$ cat src/rtl/pwr_seq_pkg.sv
`default_nettype none
// ============================================================================
//  Module   : pwr_seq_pkg
//  Brief    : Shared types, defaults and the per-state output map for the
//             switchable-island power sequencer.
//  Revision : 1.0  initial release
// ============================================================================
package pwr_seq_pkg;

    localparam int unsigned DEF_SETTLE_CYC  = 4;
    localparam int unsigned DEF_ACK_TIMEOUT = 255;
    localparam int unsigned DEF_CNT_W       = 8;

    // ON and DEISO keep their fixed encodings; OFF sits after the power-up path.
    typedef enum logic [3:0] {
        ST_ON      = 4'd0,
        ST_ISO     = 4'd1,
        ST_SAVE    = 4'd2,
        ST_RST     = 4'd3,
        ST_SW_OFF  = 4'd4,
        ST_SW_ON   = 4'd5,
        ST_SETTLE  = 4'd6,
        ST_RST_REL = 4'd7,
        ST_RESTORE = 4'd8,
        ST_DEISO   = 4'd9,
        ST_OFF     = 4'd10
    } pwr_state_e;

    typedef struct packed {
        logic pd_ack;
        logic pwr_sw_en;
        logic iso_en;
        logic ret_save;
        logic ret_restore;
        logic island_rst_n;
    } pwr_outs_t;

    // Output levels of the fully powered, released island (also the reset values).
    localparam pwr_outs_t OUTS_ON = '{
        pd_ack:       1'b0,
        pwr_sw_en:    1'b1,
        iso_en:       1'b0,
        ret_save:     1'b0,
        ret_restore:  1'b0,
        island_rst_n: 1'b1
    };

    // Output levels while resident in a given state. Registered against the
    // next state so that outputs change on the same edge as the state.
    function automatic pwr_outs_t state_outputs(input pwr_state_e s);
        pwr_outs_t o;
        o = OUTS_ON;
        case (s)
            ST_ISO: begin
                o.iso_en = 1'b1;
            end
            ST_SAVE: begin
                o.iso_en   = 1'b1;
                o.ret_save = 1'b1;
            end
            ST_RST: begin
                o.iso_en       = 1'b1;
                o.island_rst_n = 1'b0;
            end
            ST_SW_OFF: begin
                o.iso_en       = 1'b1;
                o.island_rst_n = 1'b0;
                o.pwr_sw_en    = 1'b0;
            end
            ST_OFF: begin
                o.pd_ack       = 1'b1;
                o.iso_en       = 1'b1;
                o.island_rst_n = 1'b0;
                o.pwr_sw_en    = 1'b0;
            end
            ST_SW_ON, ST_SETTLE: begin
                o.pd_ack       = 1'b1;
                o.iso_en       = 1'b1;
                o.island_rst_n = 1'b0;
            end
            ST_RST_REL: begin
                o.pd_ack = 1'b1;
                o.iso_en = 1'b1;
            end
            ST_RESTORE: begin
                o.pd_ack      = 1'b1;
                o.iso_en      = 1'b1;
                o.ret_restore = 1'b1;
            end
            ST_DEISO: begin
                o.pd_ack = 1'b1;
            end
            default: begin
                o = OUTS_ON;
            end
        endcase
        return o;
    endfunction

endpackage
`default_nettype wire

$ cat src/rtl/pwr_seq_timer.sv
`default_nettype none
// ============================================================================
//  Module   : pwr_seq_timer
//  Brief    : Loadable down-counter that saturates at zero, with a zero flag.
//             Shared between settle holds and switch-ack timeout.
//  Revision : 1.0  initial release
// ============================================================================
module pwr_seq_timer #(
    parameter int unsigned CNT_W = 8
) (
    input  logic             clk,
    input  logic             rst_n,
    input  logic             load,
    input  logic [CNT_W-1:0] load_val,
    output logic             zero
);

    logic [CNT_W-1:0] cnt;

    // Load wins; otherwise count down and stick at zero (never wraps).
    always_ff @(posedge clk or negedge rst_n) begin
        if (!rst_n) begin
            cnt <= '0;
        end else if (load) begin
            cnt <= load_val;
        end else if (cnt != '0) begin
            cnt <= cnt - 1'b1;
        end
    end

    assign zero = (cnt == '0);

endmodule
`default_nettype wire

$ cat src/rtl/pwr_island_seq.sv
`default_nettype none
// ============================================================================
//  Module   : pwr_island_seq
//  Brief    : Always-on power sequencer for one switchable island: orders
//             isolation, retention save/restore, island reset and the header
//             switch behind a 4-phase req/ack handshake.
//  Revision : 1.0  initial release
// ============================================================================
module pwr_island_seq
    import pwr_seq_pkg::*;
#(
    parameter int unsigned SETTLE_CYC  = DEF_SETTLE_CYC,
    parameter int unsigned ACK_TIMEOUT = DEF_ACK_TIMEOUT,
    parameter int unsigned CNT_W       = DEF_CNT_W
) (
    input  logic       clk,
    input  logic       rst_n,
    input  logic       pd_req_i,
    output logic       pd_ack_o,
    output logic       pwr_sw_en_o,
    input  logic       pwr_sw_ack_i,
    output logic       iso_en_o,
    output logic       ret_save_o,
    output logic       ret_restore_o,
    output logic       island_rst_no,
    input  logic       err_clr_i,
    output logic       err_o,
    output logic [3:0] state_o
);

    // The counter is loaded with N-1 so a state is occupied for exactly N cycles.
    localparam logic [CNT_W-1:0] SETTLE_LD  = CNT_W'(SETTLE_CYC - 1);
    localparam logic [CNT_W-1:0] TIMEOUT_LD = CNT_W'(ACK_TIMEOUT - 1);

    pwr_state_e       state;
    pwr_state_e       state_next;
    pwr_outs_t        outs;
    logic             err;
    logic             tmr_load;
    logic [CNT_W-1:0] tmr_load_val;
    logic             tmr_zero;
    logic             ack_wait;

    pwr_seq_timer #(
        .CNT_W (CNT_W)
    ) u_timer (
        .clk      (clk),
        .rst_n    (rst_n),
        .load     (tmr_load),
        .load_val (tmr_load_val),
        .zero     (tmr_zero)
    );

    // State register.
    always_ff @(posedge clk or negedge rst_n) begin
        if (!rst_n) begin
            state <= ST_ON;
        end else begin
            state <= state_next;
        end
    end

    // Next-state decode and timer load on every state entry.
    always_comb begin
        state_next   = state;
        tmr_load_val = '0;
        case (state)
            ST_ON:      if (pd_req_i)      state_next = ST_ISO;
            ST_ISO:     if (tmr_zero)      state_next = ST_SAVE;
            ST_SAVE:                       state_next = ST_RST;
            ST_RST:                        state_next = ST_SW_OFF;
            ST_SW_OFF:  if (!pwr_sw_ack_i) state_next = ST_OFF;
            ST_OFF:     if (!pd_req_i)     state_next = ST_SW_ON;
            ST_SW_ON:   if (pwr_sw_ack_i)  state_next = ST_SETTLE;
            ST_SETTLE:  if (tmr_zero)      state_next = ST_RST_REL;
            ST_RST_REL:                    state_next = ST_RESTORE;
            ST_RESTORE:                    state_next = ST_DEISO;
            ST_DEISO:   if (tmr_zero)      state_next = ST_ON;
            default:                       state_next = ST_ON;
        endcase
        case (state_next)
            ST_ISO, ST_SETTLE, ST_DEISO: tmr_load_val = SETTLE_LD;
            ST_SW_OFF, ST_SW_ON:         tmr_load_val = TIMEOUT_LD;
            default:                     tmr_load_val = '0;
        endcase
    end

    assign tmr_load = (state_next != state);

    // Still waiting for the rail to reach the commanded level.
    assign ack_wait = ((state == ST_SW_OFF) &&  pwr_sw_ack_i) ||
                      ((state == ST_SW_ON)  && !pwr_sw_ack_i);

    // Output registers follow the state being entered.
    always_ff @(posedge clk or negedge rst_n) begin
        if (!rst_n) begin
            outs <= OUTS_ON;
        end else begin
            outs <= state_outputs(state_next);
        end
    end

    // Sticky timeout flag; clear has priority over a concurrent set.
    always_ff @(posedge clk or negedge rst_n) begin
        if (!rst_n) begin
            err <= 1'b0;
        end else if (err_clr_i) begin
            err <= 1'b0;
        end else if (ack_wait && tmr_zero) begin
            err <= 1'b1;
        end
    end

    assign pd_ack_o      = outs.pd_ack;
    assign pwr_sw_en_o   = outs.pwr_sw_en;
    assign iso_en_o      = outs.iso_en;
    assign ret_save_o    = outs.ret_save;
    assign ret_restore_o = outs.ret_restore;
    assign island_rst_no = outs.island_rst_n;
    assign err_o         = err;
    assign state_o       = state;

endmodule
`default_nettype wire
$ cat config.mk
export PLATFORM = sky130hd
export DESIGN_NAME = pwr_island_seq
export DESIGN_NICKNAME = d
export VERILOG_FILES = /design/src/rtl/pwr_seq_pkg.sv /design/src/rtl/pwr_seq_timer.sv /design/src/rtl/pwr_island_seq.sv
export SDC_FILE = /design/constraint.sdc
export NUM_CORES = 1
export LEC_CHECK = 0
export ABC_AREA = 1
export BUFFER_PORTS_ARGS = -buffer_cell sky130_fd_sc_hd__buf_4
export CORE_MARGIN = 8
export CORE_UTILIZATION = 59
export CTS_BUF_LIST = sky130_fd_sc_hd__clkbuf_8
export DETAILED_ROUTE_END_ITERATION = 8
export GPL_ROUTABILITY_DRIVEN = 0
export MAX_ROUTING_LAYER = met4
export PLACE_DENSITY = 0.82
export REMOVE_ABC_BUFFERS = 1
export SYNTH_ARGS = -nofsm -noshare
export SYNTH_HDL_FRONTEND = slang
export SYNTH_SLANG_ARGS = --single-unit
$ cat constraint.sdc
create_clock -name clk -period 2.5 [get_ports clk]
set_input_delay 0.125 -clock clk [delete_from_list [all_inputs] [get_ports clk]]
set_output_delay 0.125 -clock clk [all_outputs]
set_load 0.02 [all_outputs]
==> results of run 1 <==
metrics by stage:
stage,total power [W],util [%],std cells
floorplan,0.00146,-,142
global placement,0.00170,68.7,184
detailed placement,0.00173,68.7,184
CTS,0.00195,72.1,190
global route,0.00212,72.1,190
finish,0.00195,72.1,190
cell families (layout without fill, tap and decap cells):
logic type                 after synthesis  count (layout)  share of synthesized area, %
AOI/OAI and AO/OA                       12              12                          5.44
and+or+nand+nor                         91              91                          44.1
adders and majority gates                1               1                          1.07
buffers and inverters                   13              34                          4.16
DFF                                     19              19                          40.7
xor gates and xnor gates                 6               6                          4.48
worst max-delay path by stage:
stage | end | slack [ns] | cells after the start
2_1_floorplan | u_timer.cnt[2] | 0.71 | 11
3_3_place_gp | u_timer.cnt[4] | 0.62 | 11
3_5_place_dp | u_timer.cnt[2] | 0.48 | 11
4_1_cts | u_timer.cnt[4] | 0.44 | 11
5_1_grt | u_timer.cnt[5] | 0.24 | 11
6_report | u_timer.cnt[4] | 0.44 | 11
registers in the layout (all words and copies together) (netlist names):
register       cells
ret_save_o         1
u_timer.cnt        8
pwr_sw_en_o        1
state_o            4
island_rst_no      1
iso_en_o           1
ret_restore_o      1
pd_ack_o           1
err_o              1
power by group:
part / switching [W] / internal (W) / leakage (nW) / total, W
clock: 0.000100 / 0.000111 / 0.0255 / 0.000211
combinational: 0.000757 / 0.000450 / 0.441 / 0.00121
sequential: 0.000110 / 0.000424 / 0.241 / 0.000535
total: 0.000968 / 0.000985 / 0.707 / 0.00195
per-layer routing:
| layer | part of all wire, % | track usage (%) | vias to the layer above |
|---|---|---|---|
| met4 | 0.89 | 2.99 | 0 |
| li1 | - | - | 510 |
| met3 | 8.8 | 6.57 | 6 |
| met2 | 45 | 24.3 | 38 |
| met1 | 45 | 20.6 | 483 |
| met5 | 0 | - | - |
worst min-delay path, cell delays in order:
cell	delay (ns)
buf_4	0.09
nand3_1	0.07
nand2_1	0.11
nor2_1	0.07
synth_stat cells, drive strengths merged, types with 2 or more instances:
cell and n:
xor2 2, nand2 37, nand4 7, nor2 26, a21oi 8, o21ai 3
nand3 18, inv 13, dfstp 2, dfrtp 17, xnor2 4
final cells by class:
cell class	count	area, sq um	area share [%]
well taps	27	33.8	2.44
clock inverters	1	5.00	0.361
multi-input cells	110	647	46.7
repair buffers	17	133	9.57
flip-flops and latches	19	478	34.5
clock buffers	3	41.3	2.98
inverters	13	48.8	3.52
repair_timing:
item                                    in CTS  in global routing
hold buffers                                 2                  0
endpoints found under the setup margin       0                  0
buffers inserted                             0                  0
endpoints found under the hold margin       20                  0
==> results.txt, run 1 <==
----------------------------------------------------
[Timing]
  Minimum clock period ... 2.06 ns
  Post-route fraction of the period consumed by the critical path ... around 82%
  Worst max-slew margin expressed relative to the limit ... 73.6%
  Measured slew at the worst slew-check pin ... between 0.3 and 0.4 ns
  Count of final setup violators ... 0
  Worst-case setup margin in the final layout ... 0.442 ns
  Top achievable clock speed ... between 400 and 500 MHz
  Setup Skew ... ~0.0066 ns
  Final hold viol count ... 0
  Fin. max-slew vios ... 0
  Setup repair after global routing missed its margin ... false
  Worst hold margin ... 0.217 ns
  Setup Total Neg Slack ... 0 ns

[Critical path]
  Total buffers and inverters traversed by the critical path ... 1
  Nature of the critical path startpoint ... flop
  Delay-heaviest family, CP ... simple AND/OR/NAND/NOR gates
  Flop2flop setup slack ... 0.44 ns
  Origin of the critical flop-to-flop path ... u_timer.cnt[0]
  Critical Path Sink Type ... flop
  Worst reg-to-reg path cell count ... 11
  Slowest-stage cell, CP ... dfrtp_1
  Peak fanout along the critical path ... 8
  Data required time at the worst endpoint ... 2.64 ns
  Critical Setup Path Class ... reg2reg
  Crit path launch ... u_timer.cnt[0]
  CP peak stage delay ... a little under 0.4 ns
  Arrival time at the worst endpoint ... 2.19 ns
  Ordered list of cells on the worst path ... inv_1 > ha_1 > nand2_1 > nor2_4 > nand2_1 > nand2_2 > nand3_4 > nand2_4 > nand3_4 > nor2_4 > a21oi_1
  Terminus of the critical flop-to-flop path ... u_timer.cnt[4]

[Die]
  DIE AREA ... 0.00367 sq mm
  Initial Util ... 61.1%
  Number of cell rows ... 16
  Placeable Area ... 0.00192 sq mm
  Top-level port count ... 16
  Horizontal die dimension ... 60.6 um
  Die Span Y ... 60.6 um

[Route]
  Routed Antenna Nets ... 0
  Detailed-route wire length ... 2590 um
  Mean routed wirelength per cell ... 13.6 um
  Detailed-route via count ... 1037
  1st-iter DRT viols ... 52
  Number of vias per cell ... about 5.5
  Number of search-and-repair iterations in the first detailed-routing pass ... 4
  Number of remaining DRC errors ... 0

[Layout]
  Proportion of layout cells with a drive suffix above 1 ... 30.1%
  Area delta synth->final ... 18.1%
  Commonest non-fill, non-tap cell in the layout ... nand2_1
  Final antenna diode count ... 0
  Net count, final ... 170
  Total non-filler cell area in the finished layout ... 0.00139 sq mm
  Number of fill cells in the layout ... 150
  Commonest cells after routing, fill and taps aside ... 29 x nand2_1, 18 x nor2_1, 17 x dfrtp_1

[Synth]
  Syn_area_per_cell ... 8.26 sq um
  Sequential element share of the synthesized area ... 40.7%
  Post-synthesis instance area ... 0.00117 sq mm
  Distinct cells, synth ... 25
  Largest area contributor in the synthesized netlist ... dfrtp_1
  Most instantiated flip-flop cell in the synthesis netlist ... dfrtp_1
  Number of storage elements in the synthesis netlist ... 19
  Synth top area cells ... dfrtp_1 36%, nand2_1 9.3%, nand3_1 6.4%, nor2_1 5.8%, nor2_4 4.8%
  Syn. warnings ... 0
  EDFF count, synth ... 0
  Portion of synthesized cell area occupied by the leading cell type ... 36.2%
  Post-synth ARST share ... 100%
  Post-synthesis instance total ... about 140

[Power]
  Lkg Pwr ... 0.707 nW
  Power per cell area ... 1410 mW/mm^2
  IR Drop Worst-Case VDD ... 912 uV

[Worst hold path]
  Hold WC Path Type ... in2reg
  Hold path endpoint ... pwr_sw_en_o
  Worst min-delay path startpoint ... pd_req_i
  Cell count of the worst hold path ... 4

[Clock network]
  Clock latency on the worst-skew pair ... 0.26 ns
  CTS Sinks ... 19
  Number of gates given a new drive strength after cts ... 0
  Total CTS buffers ... 3
  H-tree depth reported by CTS ... 1
  TritonCTS clock tree ... yes
  Cell at the root of the clock tree ... clkbuf_8
  Maximum number of buffers from clock root to sink ... 2
  Clock edge transition at the registers on the reported setup and hold paths ... 0.07 ns

[Flow run]
  Max-cap violations ... 0

[GRT]
  Number of global-route vias before repair ... between 900 and 1000
  Largest net degree at the start of global routing ... 20
  GRT overflow ... 0
  Wire length of the first global-routing pass ... 4440 um
  Overall fraction of global-route tracks in use ... 16.4%
  Antenna violations before repair ... 0

[Outcome]
  Outcome ... finished, final reports clean

[Placed design]
  HPWL Detailed ... around 2000 um
  Count of input and output buffers ... 15
  Worst slack at placement ... 0.481 ns
  Placement-stage cell area ... about 0.0013 sq mm

----------------------------------------------------
Power figures use the tool's default switching activity.
==> run 2: changes to the inputs <==
--- a/config.mk
+++ b/config.mk
@@ -8,12 +8,12 @@
 export ABC_AREA = 1
 export BUFFER_PORTS_ARGS = -buffer_cell sky130_fd_sc_hd__buf_4
 export CORE_MARGIN = 8
-export CORE_UTILIZATION = 59
+export CORE_UTILIZATION = 53
 export CTS_BUF_LIST = sky130_fd_sc_hd__clkbuf_8
 export DETAILED_ROUTE_END_ITERATION = 8
 export GPL_ROUTABILITY_DRIVEN = 0
 export MAX_ROUTING_LAYER = met4
-export PLACE_DENSITY = 0.82
+export PLACE_DENSITY = 0.77
 export REMOVE_ABC_BUFFERS = 1
 export SYNTH_ARGS = -nofsm -noshare
 export SYNTH_HDL_FRONTEND = slang
==> constraint.sdc (replaced) <==
create_clock -name clk -period 1.7 [get_ports clk]
set_input_delay 0.085 -clock clk [delete_from_list [all_inputs] [get_ports clk]]
set_output_delay 0.085 -clock clk [all_outputs]
set_load 0.02 [all_outputs]
==> results.txt, run 2 (synthesis gave the netlist of run 1 again) <==
----------------------------------------------------
[Layout]
  Utilization after layout ... 88.5% (was 72.1%)
  Net count, final ... 217 (was 170)
  Final antenna diode count ... 0 (unchanged)
  Area delta synth->final ... 62.0% (was 18.1%)
  Commonest non-fill, non-tap cell in the layout ... buf_4 (was nand2_1)
  Non-filler cells, final ... 238 (was 190)
  Commonest cells after routing, fill and taps aside ... 61 x buf_4, 20 x nand2_1, 13 x dfrtp_1 (was 29 x nand2_1, 18 x nor2_1, 17 x dfrtp_1)
  Register name with the most flops ... u_timer.cnt (unchanged)
  Max reg flops ... 8 (unchanged)
  Proportion of layout cells with a drive suffix above 1 ... 59.5% (was 30.1%)

[Route]
  Number of remaining DRC errors ... 0 (unchanged)
  Detailed-route via count ... 1390 (was 1037)
  Number of search-and-repair iterations in the first detailed-routing pass ... 4 (unchanged)
  Mean routed wirelength per cell ... 20.6 um (was 13.6 um)
  Routed Antenna Nets ... 0 (unchanged)
  Detailed-route wire length ... 4900 um (was 2590 um)
  Number of vias per cell ... 5.84 (was 5.46)
  1st-iter DRT viols ... 117 (was 52)

[Critical path]
  Origin of the critical flop-to-flop path ... state_o[1] (was u_timer.cnt[0])
  Delay-heaviest family, CP ... simple AND/OR/NAND/NOR gates (unchanged)
  Crit path launch ... state_o[1] (was u_timer.cnt[0])
  Most frequent cell on the critical path ... nand2_4
  Critical Path Sink Type ... flop (unchanged)
  Data required time at the worst endpoint ... 1.84 ns (was 2.64 ns)
  Peak fanout along the critical path ... 5 (was 8)
  Flop2flop setup slack ... -0.16 ns (was 0.44 ns)
  Total buffers and inverters traversed by the critical path ... 2 (was 1)
  Arrival time at the worst endpoint ... 1.99 ns (was 2.19 ns)
  Ordered list of cells on the worst path ... buf_4 > nor2_4 > nand3_2 > nand2_2 > inv_2 > nand2_4 > nand2_4 > nand2_4 > nand3_4 > nor2_4 > a21oi_1 (was inv_1 > ha_1 > nand2_1 > nor2_4 > nand2_1 > nand2_2 > nand3_4 > nand2_4 > nand3_4 > nor2_4 > a21oi_1)
  CP peak stage delay ... 0.46 ns (was 0.39 ns)
  Nature of the critical path startpoint ... flop (unchanged)
  Slowest-stage cell, CP ... dfrtp_2 (was dfrtp_1)
  Critical Setup Path Class ... reg2reg (unchanged)

[Clock network]
  Maximum number of buffers from clock root to sink ... 2 (unchanged)
  Total CTS buffers ... 3 (unchanged)
  H-tree depth reported by CTS ... 1 (unchanged)
  Clock edge transition at the registers on the reported setup and hold paths ... 0.07 ns (about the same)
  Clock latency on the worst-skew pair ... 0.26 ns (about the same)
  TritonCTS clock tree ... yes (unchanged)
  CTS Sinks ... 19 (unchanged)
  Cell at the root of the clock tree ... clkbuf_8 (unchanged)

[Timing]
  Setup repair after global routing missed its margin ... true (was false)
  Top achievable clock speed ... 539 MHz (was 486 MHz)
  Fin. max-slew vios ... 0 (unchanged)
  Measured slew at the worst slew-check pin ... 0.486 ns (was 0.394 ns)
  Worst-case setup margin in the final layout ... -0.156 ns (was 0.442 ns)
  Final hold viol count ... 0 (unchanged)
  Minimum clock period ... 1.86 ns (was 2.06 ns)
  Worst max-slew margin expressed relative to the limit ... 67.3% (was 73.6%)
  Setup Total Neg Slack ... -1.14 ns (was 0 ns)
  Setup Skew ... 0.00162 ns (was 0.00664 ns)
  Count of final setup violators ... 9 (was 0)
  Post-route fraction of the period consumed by the critical path ... 109% (was 82.3%)

[Die]
  Horizontal die dimension ... 63.1 um (was 60.6 um)
  Placeable Area ... 0.00215 sq mm (was 0.00192 sq mm)
  DIE AREA ... 0.00398 sq mm (was 0.00367 sq mm)
  Number of cell rows ... 17 (was 16)
  Initial Util ... 54.6% (was 61.1%)
  Top-level port count ... 16 (unchanged)
  Die Span Y ... 63.1 um (was 60.6 um)

[GRT]
  Overall fraction of global-route tracks in use ... 17.8% (was 16.4%)
  Antenna violations before repair ... 0 (unchanged)
  Number of global-route vias before repair ... 1247 (was 986)
  Wire length of the first global-routing pass ... 5610 um (was 4440 um)
  Largest net degree at the start of global routing ... 20 (unchanged)
  GRT overflow ... 0 (unchanged)

[Flow run]
  Max-cap violations ... 0 (unchanged)

[Placed design]
  HPWL Detailed ... 2180 um (was 2010 um)
  Count of input and output buffers ... 15 (unchanged)
  Worst slack at placement ... -0.114 ns (was 0.481 ns)
  Cell count after placement ... 206 (was 184)

[Power]
  IR Drop Worst-Case VDD ... 1560 uV (was 912 uV)
  Power per cell area ... 2170 mW/mm^2 (was 1410 mW/mm^2)
  Lkg Pwr ... 1.00 nW (was 0.707 nW)

[Worst hold path]
  Hold WC Path Type ... in2async (was in2reg)

[Outcome]
  Failing checks ... setup timing
  Outcome ... finished, violations left (was finished, final reports clean)

----------------------------------------------------
[run 2: cell count changes in the layout (fill, tap and decap cells not counted), sizes merged]
cell / delta
buf: +47
[run 2: per-layer routing]
metal / up-vias / share of wire [%] / global-route usage, %
li1: 601 / - / -
met1: 660 / 39 / 21.1
met2: 106 / 48 / 28.7
met3: 23 / 9.2 / 3.53
met4: 0 / 3.7 / 7.69
met5: - / 0 / -
[run 2: worst paths after layout]
check	to	cells after the start
worst max-delay path	u_timer.cnt[4]	11
worst min-delay path	ret_restore_o	2
worst max register to register	u_timer.cnt[4]	11
worst min register to register	err_o	2
max in group asynchronous	pwr_sw_en_o	2
min in group clk	pwr_sw_en_o	5
[run 2: what timing repair did]
action / in CTS / in global routing
hold buffers: 2 / 0
resized for setup: 16 / 25
buffers inserted: 7 / 19
endpoints found under the setup margin: 8 / 10
pin swaps: 9 / 14
endpoints found under the hold margin: 20 / 0
[run 2: report_power, final]
group | leakage (nW) | switching (W) | internal (W) | total, W
Combinational | 0.740 | 0.00169 | 0.00132 | 0.00301
Sequential | 0.235 | 0.000174 | 0.000630 | 0.000804
Clock | 0.0255 | 0.000155 | 0.000163 | 0.000318
Total | 1.00 | 0.00202 | 0.00212 | 0.00413
[run 2: cell type report]
type / instances / area (sq um)
multi-input combinational: 110 / 791
timing repair buffer: 64 / 498
sequential: 19 / 483
fill: 88 / 246
inverter: 13 / 48.8
clock buffer: 3 / 41.3
tap: 28 / 35.0
clock inverter: 1 / 5.00
[run 2: metrics by stage]
stage | cell area (sq um) | total power, W | hold WS, ns
after floorplan | 1170 | 0.00215 | -0.211
after global placement | 1480 | 0.00275 | -0.0329
after detailed placement | 1480 | 0.00280 | -0.0289
after CTS | 1650 | 0.00333 | 0.233
after global routing | 1900 | 0.00431 | 0.258
final | 1900 | 0.00413 | 0.226
==> run 3: changes to the inputs <==
--- a/config.mk
+++ b/config.mk
@@ -5,15 +5,14 @@
 export SDC_FILE = /design/constraint.sdc
 export NUM_CORES = 1
 export LEC_CHECK = 0
-export ABC_AREA = 1
 export BUFFER_PORTS_ARGS = -buffer_cell sky130_fd_sc_hd__buf_4
 export CORE_MARGIN = 8
-export CORE_UTILIZATION = 53
+export CORE_UTILIZATION = 52
 export CTS_BUF_LIST = sky130_fd_sc_hd__clkbuf_8
 export DETAILED_ROUTE_END_ITERATION = 8
 export GPL_ROUTABILITY_DRIVEN = 0
 export MAX_ROUTING_LAYER = met4
-export PLACE_DENSITY = 0.77
+export PLACE_DENSITY = 0.76
 export REMOVE_ABC_BUFFERS = 1
 export SYNTH_ARGS = -nofsm -noshare
 export SYNTH_HDL_FRONTEND = slang
==> results.txt, run 3 <==
----------------------------------------------------
[Layout]
  Area delta synth->final ... 59.7% (was 62.0%)
  Total non-filler cell area in the finished layout ... 0.00206 sq mm (was 0.00190 sq mm)
  Commonest cells after routing, fill and taps aside ... 65 x buf_4, 16 x dfrtp_1, 9 x nand2_1 (was 61 x buf_4, 20 x nand2_1, 13 x dfrtp_1)
  Max reg flops ... 8 (unchanged)
  Area occupied by registers ... 479 sq um (was 483 sq um)
  Utilization after layout ... 85.3% (was 88.5%)
  Register name with the most flops ... u_timer.cnt (unchanged)
  Commonest non-fill, non-tap cell in the layout ... buf_4 (unchanged)
  Area of the multi-input gates ... 876 sq um (was 791 sq um)
  Proportion of layout cells with a drive suffix above 1 ... 55.8% (was 59.5%)
  Final antenna diode count ... 0 (unchanged)
  Number of fill cells in the layout ... 129 (was 88)
  Net count, final ... 213 (was 217)

[Route]
  1st-iter DRT viols ... 91 (was 117)
  Number of remaining DRC errors ... 0 (unchanged)
  Number of vias per cell ... 5.86 (was 5.84)
  Mean routed wirelength per cell ... 18.6 um (was 20.6 um)
  Detailed-routed wire length on met2 ... 2280 um (was 2360 um)
  Routed wire length on met3 ... 270 um (was 449 um)
  Met1 routed wirelength after detailed routing ... 1700 um (was 1910 um)
  Routed Antenna Nets ... 0 (unchanged)
  Uppermost signal routing layer after detailed routing ... met4 (unchanged)
  Number of search-and-repair iterations in the first detailed-routing pass ... 4 (unchanged)
  Detailed-route via count ... 1383 (was 1390)
  Detailed-route wire length ... 4400 um (was 4900 um)

[Synth]
  Syn. warnings ... 0 (unchanged)
  Sequential element share of the synthesized area ... 37.1% (was 40.7%)
  Largest area contributor in the synthesized netlist ... dfrtp_1 (unchanged)
  Most instantiated flip-flop cell in the synthesis netlist ... dfrtp_1 (unchanged)
  Post-synthesis instance area ... 0.00129 sq mm (was 0.00117 sq mm)
  Post-synthesis instance total ... 135 (was 142)
  Number of storage elements in the synthesis netlist ... 19 (unchanged)
  Portion of synthesized cell area occupied by the leading cell type ... 33.0% (was 36.2%)
  Commonest cells post-synth ... 17 x dfrtp_1, 10 x nand2_1, 8 x nor2_1, 8 x nor3_1, 7 x inv_1 (was 29 x nand2_1, 18 x nor2_1, 17 x dfrtp_1)
  Distinct cells, synth ... 54 (was 25)
  Post-synth ARST share ... 100% (unchanged)
  Synth top area cells ... dfrtp_1 33%, mux2i_1 4.7%, dfstp_2 4.1%, xnor2_1 3.4%, nor3_1 3.1% (was dfrtp_1 36%, nand2_1 9.3%, nand3_1 6.4%, nor2_1 5.8%, nor2_4 4.8%)
  EDFF count, synth ... 0 (unchanged)
  Syn_area_per_cell ... 9.54 sq um (was 8.26 sq um)
  Most instantiated library cell after synthesis ... dfrtp_1 (was nand2_1)

[Power]
  Cell-internal power ... 0.00249 W (was 0.00212 W)
  IR Drop Worst-Case VDD ... 1680 uV (was 1560 uV)
  Power share of the clock group ... 7.4% (was 7.7%)
  Share of total power in sequential cells ... 17.3% (was 19.4%)
  Switch Pwr ... 0.00195 W (was 0.00202 W)
  Lkg Pwr ... 0.974 nW (was 1.00 nW)
  Power per cell area ... 2160 mW/mm^2 (was 2170 mW/mm^2)
  Combinational cell fraction of total power ... 75.3% (was 72.9%)
  Fraction of power spent switching nets ... 43.9% (was 48.8%)

[Outcome]
  Outcome ... finished, violations left (unchanged)
  Failing checks ... setup timing (unchanged)

[Worst hold path]
  Hold WC Path Type ... in2async (unchanged)

[Critical path]
  Nature of the critical path startpoint ... flop (unchanged)
  Critical Path Sink Type ... flop (unchanged)
  Data required time at the worst endpoint ... 1.88 ns (was 1.84 ns)
  Arrival time at the worst endpoint ... 2.29 ns (was 1.99 ns)
  Critical Setup Path Class ... reg2reg (unchanged)
  Peak fanout along the critical path ... 3 (was 5)

[GRT]
  Overall fraction of global-route tracks in use ... 21.3% (was 17.8%)
  Antenna violations before repair ... 0 (unchanged)
  Number of global-route vias before repair ... 1496 (was 1247)
  GRT overflow ... 0 (unchanged)
  Largest net degree at the start of global routing ... 20 (unchanged)
  Wire length of the first global-routing pass ... 6950 um (was 5610 um)

[Timing]
  Minimum clock period ... 2.10 ns (was 1.86 ns)
  Top achievable clock speed ... 475 MHz (was 539 MHz)
  Fin. max-slew vios ... 0 (unchanged)
  Post-route fraction of the period consumed by the critical path ... 124% (was 109%)
  Measured slew at the worst slew-check pin ... 0.438 ns (was 0.486 ns)
  Final hold viol count ... 0 (unchanged)
  Count of final setup violators ... 14 (was 9)
  Worst-case setup margin in the final layout ... -0.404 ns (was -0.156 ns)
  Setup repair after global routing missed its margin ... true (unchanged)
  Worst max-slew margin expressed relative to the limit ... 70.6% (was 67.3%)
  Setup Skew ... 0.00124 ns (was 0.00162 ns)

[Die]
  Initial Util ... 53.4% (was 54.6%)
  Die Span Y ... 65.8 um (was 63.1 um)
  Top-level port count ... 16 (unchanged)
  DIE AREA ... 0.00432 sq mm (was 0.00398 sq mm)
  Number of cell rows ... 18 (was 17)
  Horizontal die dimension ... 65.8 um (was 63.1 um)
  Placeable Area ... 0.00241 sq mm (was 0.00215 sq mm)

[Clock network]
  Clock latency on the worst-skew pair ... 0.26 ns (about the same)
  Maximum number of buffers from clock root to sink ... 2 (unchanged)
  CTS Sinks ... 19 (unchanged)
  Total CTS buffers ... 3 (unchanged)
  TritonCTS clock tree ... yes (unchanged)
  Clock edge transition at the registers on the reported setup and hold paths ... 0.08 ns (was 0.07 ns)
  Cell at the root of the clock tree ... clkbuf_8 (unchanged)
  H-tree depth reported by CTS ... 1 (unchanged)

[Flow run]
  Max-cap violations ... 0 (unchanged)

[Placed design]
  HPWL Detailed ... 2820 um (was 2180 um)
  Placement-stage cell area ... 0.00169 sq mm (was 0.00148 sq mm)
  Count of input and output buffers ... 15 (unchanged)

----------------------------------------------------
run 3: changes by cell type after synthesis, moves of 5 or more:
cell / delta
mux2i_1: +6
nor3_1: +7
nand3_1: -12
inv_2: -6
nand2_1: -19
nor2_4: -5
nor2_1: -10
run 3: routing by layer:
| layer | vias up | track usage, % |
|---|---|---|
| met5 | - | - |
| met4 | 0 | 13.9 |
| met3 | 19 | 4.25 |
| met2 | 56 | 35.8 |
| met1 | 674 | 22.3 |
| li1 | 634 | - |
run 3: metrics by stage:
stage	hold slack, ns	power (W)	cells	setup slack [ns]	setup TNS (ns)
2_1_floorplan	-0.211	0.00218	128	-0.634	-6.78
3_3_place_gp	-0.0302	0.00309	212	-0.391	-4.02
3_5_place_dp	-0.0308	0.00321	212	-0.519	-5.34
4_1_cts	0.234	0.00394	230	-0.415	-4.17
5_1_grt	0.246	0.00467	236	-0.498	-5.66
6_report	0.223	0.00444	236	-0.404	-4.39
run 3: final cells by class:
class	count	share of cell area, %
clock buffer	3	2.01
inverter	8	1.46
tap	30	1.83
sequential	19	23.3
timing repair buffer	74	28.5
clock inverter	1	0.243
multi-input combinational	101	42.6
run 3: worst max-delay path: stages, from the launching register on:
cell and delay [ns]:
dfrtp_1 0.37, inv_2 0.06, ha_4 0.16, nor3b_4 0.15, buf_4 0.14, a2111oi_4 0.37
buf_4 0.19, a2111oi_4 0.04, inv_2 0.08, buf_6 0.10, nand4_1 0.14, a31oi_1 0.21
run 3: worst paths after layout:
kind / to / startpoint / depth (start not counted) / slack, ns
setup / recovery: u_timer.cnt[0] / u_timer.cnt[1] / 11 / -0.40
hold / removal: err_o / rst_n / 2 / 0.22
hold reg to reg: err_o / err_o / 2 / 0.52
min in group clk: err_o / pwr_sw_ack_i / 6 / 0.38
max in group asynchronous: island_rst_no / rst_n / 2 / 1.21
setup reg to reg: u_timer.cnt[0] / u_timer.cnt[1] / 11 / -0.40
run 3: cell families after synthesis:
family                   share of synthesized area [%]
AO/OA/AOI/OAI                                     19.4
XOR/XNOR                                          6.12
adder cells (fa/ha/maj)                          0.972
buffers and inverters                             5.54
flip-flops                                        37.1
multiplexers                                      5.54
AND/OR/NAND/NOR                                   25.3
run 3: repair_timing:
item / CTS / global route
hold buffers: 2 / 0
gates resized for setup: 20 / 21
pin swaps: 12 / 9
endpoints found under the setup margin: 16 / 17
hold endpoints to repair: 20 / 0
buffers inserted: 12 / 6
run 3: power groups by stage:
stage          clock network (W)  logic (W)  registers, W
2_1_floorplan                  0    0.00125      0.000931
6_report                0.000329    0.00335      0.000768
3_3_place_gp                   0    0.00234      0.000746
3_5_place_dp                   0    0.00245      0.000758
4_1_cts                 0.000325    0.00285      0.000756
5_1_grt                 0.000353    0.00354      0.000777
